<file path="src/rtl/mem_arbiter.sv">
// mem_arbiter
//   Shares the single unified instruction/data Memory port between the
//   instruction-fetch (IF) requester and the load/store (D) requester.
//   Fixed priority D over IF, with a starvation guard that forces an IF grant
//   after STARVE_LIMIT consecutive D grants taken while IF was waiting.
//   Every transaction runs IDLE -> ISSUE -> DONE (3 cycles); Memory control
//   and address are registered, Result is captured at the end of ISSUE and
//   returned with a 1-cycle ack in DONE.
//
// Optional feature (macro MEM_ARB_FAULT_EN):
//   Screens the winning request in IDLE (IF address above IMEM_TOP-1, D store
//   into the instruction region, odd address). A faulting request skips
//   Memory entirely and gets fault + its ack in the following cycle.
//   Without the macro the fault port does not exist.
//
// Ports
//   clk, rest                      clock, synchronous active-high reset
//   if_req/if_addr                 fetch request and byte address
//   if_ack/if_rdata                fetch ack pulse and fetched word
//   d_req/d_we/d_addr/d_wdata      data request, store flag, address, store data
//   d_ack/d_rdata                  data ack pulse and loaded word
//   mem_address/mem_read/mem_write/mem_write_data   registered Memory controls
//   mem_result                     combinational Memory Result
//   busy                           high whenever the FSM is not in IDLE
//   fault                          (MEM_ARB_FAULT_EN only) screening fault pulse
module mem_arbiter #(
    parameter int unsigned ADDR_W       = 16,
    parameter int unsigned DATA_W       = 16,
    parameter int unsigned STARVE_LIMIT = 3,
    parameter int unsigned IMEM_TOP     = 1023
) (
    input  logic              clk,
    input  logic              rest,
    input  logic              if_req,
    input  logic [ADDR_W-1:0] if_addr,
    output logic              if_ack,
    output logic [DATA_W-1:0] if_rdata,
    input  logic              d_req,
    input  logic              d_we,
    input  logic [ADDR_W-1:0] d_addr,
    input  logic [DATA_W-1:0] d_wdata,
    output logic              d_ack,
    output logic [DATA_W-1:0] d_rdata,
    output logic [ADDR_W-1:0] mem_address,
    output logic              mem_read,
    output logic              mem_write,
    output logic [DATA_W-1:0] mem_write_data,
    input  logic [DATA_W-1:0] mem_result,
    output logic              busy
`ifdef MEM_ARB_FAULT_EN
    ,
    output logic              fault
`endif
);

    typedef enum logic [1:0] {S_IDLE, S_ISSUE, S_DONE, S_FAULT} state_t;

    localparam logic [2:0] LIMIT = 3'(STARVE_LIMIT);

    state_t            r_state;
    logic [2:0]        r_starve_cnt;
    logic              r_sel_d;      // current grant belongs to D
    logic              r_d_we;       // current D grant is a store
    logic              r_if_ack;
    logic              r_d_ack;
    logic [DATA_W-1:0] r_if_rdata;
    logic [DATA_W-1:0] r_d_rdata;
    logic [ADDR_W-1:0] r_mem_address;
    logic              r_mem_read;
    logic              r_mem_write;
    logic [DATA_W-1:0] r_mem_write_data;
    logic              r_busy;
    logic              w_any_req;
    logic              w_pick_d;

    assign w_any_req = if_req | d_req;
    // D wins unless IF is waiting and has already been passed over LIMIT times
    assign w_pick_d  = d_req & ~(if_req & (r_starve_cnt == LIMIT));

`ifdef MEM_ARB_FAULT_EN
    localparam logic [ADDR_W-1:0] IMEM_TOP_A  = ADDR_W'(IMEM_TOP);
    localparam logic [ADDR_W-1:0] IMEM_LAST_A = ADDR_W'(IMEM_TOP - 1);

    logic w_fault;
    logic r_fault;

    always_comb begin
        if (w_pick_d)
            w_fault = (d_we & (d_addr <= IMEM_TOP_A)) | d_addr[0];
        else
            w_fault = (if_addr > IMEM_LAST_A) | if_addr[0];
    end

    assign fault = r_fault;
`endif

    always_ff @(posedge clk) begin
        if (rest) begin
            r_state          <= S_IDLE;
            r_starve_cnt     <= '0;
            r_sel_d          <= 1'b0;
            r_d_we           <= 1'b0;
            r_if_ack         <= 1'b0;
            r_d_ack          <= 1'b0;
            r_if_rdata       <= '0;
            r_d_rdata        <= '0;
            r_mem_address    <= '0;
            r_mem_read       <= 1'b0;
            r_mem_write      <= 1'b0;
            r_mem_write_data <= '0;
            r_busy           <= 1'b0;
`ifdef MEM_ARB_FAULT_EN
            r_fault          <= 1'b0;
`endif
        end else begin
            case (r_state)
                S_IDLE: begin
                    if (w_any_req) begin
                        r_sel_d <= w_pick_d;
                        r_d_we  <= w_pick_d & d_we;
                        r_busy  <= 1'b1;
                        if (w_pick_d) begin
                            if (if_req && r_starve_cnt != LIMIT)
                                r_starve_cnt <= r_starve_cnt + 3'd1;
                        end else begin
                            r_starve_cnt <= '0;
                        end
`ifdef MEM_ARB_FAULT_EN
                        if (w_fault) begin
                            // Screened out: Memory is never driven, ack comes next cycle
                            r_state  <= S_FAULT;
                            r_fault  <= 1'b1;
                            r_d_ack  <= w_pick_d;
                            r_if_ack <= ~w_pick_d;
                        end else
`endif
                        begin
                            r_state       <= S_ISSUE;
                            r_mem_address <= w_pick_d ? d_addr : if_addr;
                            r_mem_read    <= w_pick_d & ~d_we;
                            r_mem_write   <= w_pick_d & d_we;
                            if (w_pick_d)
                                r_mem_write_data <= d_wdata;
                        end
                    end
                end
                S_ISSUE: begin
                    r_mem_read  <= 1'b0;
                    r_mem_write <= 1'b0;
                    if (!r_sel_d)
                        r_if_rdata <= mem_result;
                    else if (!r_d_we)
                        r_d_rdata <= mem_result;
                    r_if_ack <= ~r_sel_d;
                    r_d_ack  <= r_sel_d;
                    r_state  <= S_DONE;
                end
                S_DONE, S_FAULT: begin
                    r_if_ack <= 1'b0;
                    r_d_ack  <= 1'b0;
                    r_busy   <= 1'b0;
`ifdef MEM_ARB_FAULT_EN
                    r_fault  <= 1'b0;
`endif
                    r_state  <= S_IDLE;
                end
                default: r_state <= S_IDLE;
            endcase
        end
    end

    assign if_ack         = r_if_ack;
    assign if_rdata       = r_if_rdata;
    assign d_ack          = r_d_ack;
    assign d_rdata        = r_d_rdata;
    assign mem_address    = r_mem_address;
    assign mem_read       = r_mem_read;
    assign mem_write      = r_mem_write;
    assign mem_write_data = r_mem_write_data;
    assign busy           = r_busy;

endmodule

</file>
<file path="config.mk">
export PLATFORM = sky130hd
export DESIGN_NAME = mem_arbiter
export DESIGN_NICKNAME = d
export VERILOG_FILES = /design/src/rtl/mem_arbiter.sv
export SDC_FILE = /design/constraint.sdc
export NUM_CORES = 1
export LEC_CHECK = 0
export ABC_AREA = 1
export CAP_MARGIN = 20
export CORE_MARGIN = 2
export CORE_UTILIZATION = 42
export DETAILED_ROUTE_END_ITERATION = 8
export GPL_ROUTABILITY_DRIVEN = 1
export PLACE_DENSITY_LB_ADDON = 0.1
export SLEW_MARGIN = 20
export SYNTH_ARGS = -nofsm -noshare
export SYNTH_HDL_FRONTEND = slang
export SYNTH_SLANG_ARGS = --single-unit
</file>
<file path="constraint.sdc">
create_clock -name clk -period 1.79 [get_ports clk]
set_input_delay 0.537 -clock clk [delete_from_list [all_inputs] [get_ports clk]]
set_output_delay 0.537 -clock clk [all_outputs]
set_load 0.03 [all_outputs]
</file>
==> impl_metrics.env <==
export IMPL_avgSynthCellArea_um2=7.142
export IMPL_cts_hold_buf=0
export IMPL_clk_latency_ns=0.33
export IMPL_clock_sinks=76
export IMPL_ys_ff_latch=76
export IMPL_final_setup_tns_ns=0
export IMPL_min_period_ns=1.642
export IMPL_synth_top_family_by_area="simple AND/OR/NAND/NOR gates"
export IMPL_io_pins=138
export IMPL_worstPathMaxFanout=2
export IMPL_p_leak_uw=0.002451
export IMPL_place_congestion=0.8056
export IMPL_syn_inst=449
export IMPL_synth_edf_count=0
export IMPL_cts_buffers=9
export IMPL_min_path_type="reg2reg"
export IMPL_area_delta_synth_final_pct=50.84
export IMPL_ctsLongestPathBuffers=2
export IMPL_clk_pin_slew_worst_paths_ns=0.09
export IMPL_htreeDepth=3
export IMPL_synth_xor_area_share_pct=0
export IMPL_yosys_area_top_type_share_pct=47.44
export IMPL_seq_area_frac_synth_pct=47.44
export IMPL_synth_commonest_cells="92 x nand2_1, 76 x dfxtp_1, 75 x nor2_1"
export IMPL_core_area_um2=7331
export IMPL_intPower_uw=2892
export IMPL_swShare_pct=30.45
export IMPL_dp_hpwl_um=6040
export IMPL_grt_total_usage_pct=20.51
export IMPL_root_buffer="clkbuf_8"
export IMPL_end_kind="output pin"
export IMPL_num_rows=31
export IMPL_synth_most_common_cell="nand2_1"
export IMPL_peakVddDrop_uv=442.5
export IMPL_diodes=0
export IMPL_synth_main_ff_cell="dfxtp_1"
export IMPL_drv_cap=0
export IMPL_grt_first_pass_wirelength_um=14170
export IMPL_n_fill_cell=685
export IMPL_layout_drive_gt1_share_pct=7.576
export IMPL_grt_antenna_before_repair=0
export IMPL_status="finished, final reports clean"
export IMPL_setup_viol=0
export IMPL_start_util_pct=43.74
export IMPL_fp_dieH_um=91.38
export IMPL_path_cells="dlygate4sd2_1"
export IMPL_p_seq_share_pct=45.2
export IMPL_pwr_share_comb_pct=23.0
export IMPL_hold_ws_ns=0.4631
export IMPL_num_nets_final=660
export IMPL_maxSlewViolCount=0
export IMPL_postCtsSetupBuffers=0
export IMPL_global_route_overflow_total=0
export IMPL_wl_um=8053
export IMPL_power_density_nw_per_um2=859.5
export IMPL_crit_slowest_cell="dlygate4sd2_1"
export IMPL_synthAdderAreaFrac_pct=0.7803
export IMPL_synthesis_area_um2=3207
export IMPL_regArea_um2=1521
export IMPL_avgRoutedWirePerCell_um=11.62
export IMPL_crit_path_max_incr_delay_ns=0.41
export IMPL_hold_viol=0
export IMPL_cts_tree="built"
export IMPL_dieArea_um2=8350
export IMPL_tightestPinTransition_ns=0.3856
export IMPL_synthSimpleGateAreaFrac_pct=33.98
export IMPL_grt_max_degree=50
export IMPL_synth_area_leaders="dfxtp_1 47%, nand2_1 11%, nor2_1 8.8%, nand3_1 8.3%, inv_1 6.4%"
export IMPL_yosys_mux_area_fraction_pct=0
export IMPL_vias=3229
export IMPL_rsz0062_at_grt="false"
export IMPL_ant_nets=0
export IMPL_critPathLaunchType="flip-flop"
export IMPL_drtIter0Drc=137
export IMPL_route_detailed_drc=0
export IMPL_die_w_um=91.38
export IMPL_multi_input_area_um2=1323
export IMPL_switchingPower_uw=1266
export IMPL_yosysUniqueCellTypes=21
export IMPL_skew_ns=0.01146
export IMPL_max_freq_mhz=608.9
export IMPL_period_share_pct=91.75
export IMPL_required_ns=1.25
export IMPL_synth_compound_area_share_pct=6.477
export IMPL_async_flop_share_pct=0
export IMPL_firstDrtPassIters=4
export IMPL_p_clk_share_pct=31.8
export IMPL_cp_num_buf_inv=1
export IMPL_yosysWarnings=0
export IMPL_syn_nets=520
export IMPL_crit_type="reg2out"
export IMPL_worstPathArrival_ns=1.11
export IMPL_synth_area_leader_cell="dfxtp_1"
export IMPL_grt_pass1_vias=3163
export IMPL_port_buffers=137
export IMPL_crit_family="buffers and inverters"
export IMPL_slew_headroom_pct=74.23
export IMPL_vias_per_cell=4.659
==> stage by stage <==
step                      std cells  util, %  setup WS, ns  instance area [µm²]  power (µW)
after floorplan                 449        -        0.3488                 3207        2481
after detailed placement        677    64.31      -0.09496                 4715        2961
after global routing            693    65.98       0.08642                 4837        4386
after global placement          677    64.31      -0.04637                 4715        2948
after CTS                       693    65.98        0.1313                 4837        4202
final                           693    65.98        0.1476                 4837        4158
==> sequential cells by signal (all words and copies together), names as in the netlist <==
name,cells
r_starve_cnt,3
mem_write_data,16
mem_address,16
if_rdata,16
r_sel_d,1
mem_read,1
if_ack,1
mem_write,1
d_ack,1
busy,1
r_state,2
d_rdata,16
r_d_we,1
==> area by class of cell <==
cell class	instances	area share, %
flip-flops and latches	76	31.45
clock buffers	10	2.845
repair buffers	154	29.72
well taps	99	2.561
multi-input cells	289	27.34
clock inverters	6	1.474
inverters	59	4.604
==> per-layer routing <==
metal | routed length [µm] | track usage [%]
met2 | 3737 | 33.70
met3 | 521 | 5.228
met5 | 0 | 0
met4 | 102 | 8.081
met1 | 3691 | 25.65
==> worst paths after layout <==
path                                start                           end  slack (ns)  cells past startpoint
max reg2reg  r_starve_cnt[0]$_SDFFE_PP0P_  mem_address[10]$_SDFFE_PP0P_        0.28                      8
min              if_rdata[6]$_SDFFE_PP0P_      if_rdata[6]$_SDFFE_PP0P_        0.46                      2
max           mem_address[5]$_SDFFE_PP0P_                mem_address[5]        0.15                      1
min reg2reg      if_rdata[6]$_SDFFE_PP0P_      if_rdata[6]$_SDFFE_PP0P_        0.46                      2
==> power by group through the flow <==
stage               clock network [µW]  logic (µW)  registers [µW]
finish                            1320         956            1880
floorplan                            0         343            2140
global route                      1450        1050            1900
global placement                     0        1030            1920
detailed placement                   0        1040            1920
CTS                               1360         966            1880
==> kinds of logic after synthesis <==
kind of cell	count (synthesis)
simple gates	246
buf+inv	84
compound gates	41
flops	76
fa+ha+maj	2
==> cells in the final DEF (no fill, tap or decap) <==
| cell | n |
|---|---|
| a21boi_0 | 1 |
| a21oi_1 | 24 |
| buf_12 | 2 |
| buf_4 | 15 |
| bufinv_16 | 1 |
| clkbuf_8 | 10 |
| clkdlybuf4s50_1 | 68 |
| clkinv_2 | 1 |
| clkinv_4 | 2 |
| clkinvlp_4 | 2 |
| dfxtp_1 | 76 |
| dlygate4sd2_1 | 69 |
| ha_1 | 2 |
| inv_1 | 55 |
| inv_2 | 3 |
| inv_6 | 1 |
| nand2_1 | 92 |
| nand2_2 | 1 |
| nand2_4 | 3 |
| nand3_1 | 53 |
| nand4_1 | 18 |
| nor2_1 | 75 |
| nor2_4 | 4 |
| o21ai_0 | 12 |
| o21ai_1 | 4 |
==> what timing repair did <==
item	4_1_cts	5_1_grt
hold endpoints to repair	0	0
endpoints found under the setup margin	69	0
resized for setup	69	0
No activity file was read; power rests on OpenSTA's default activity.
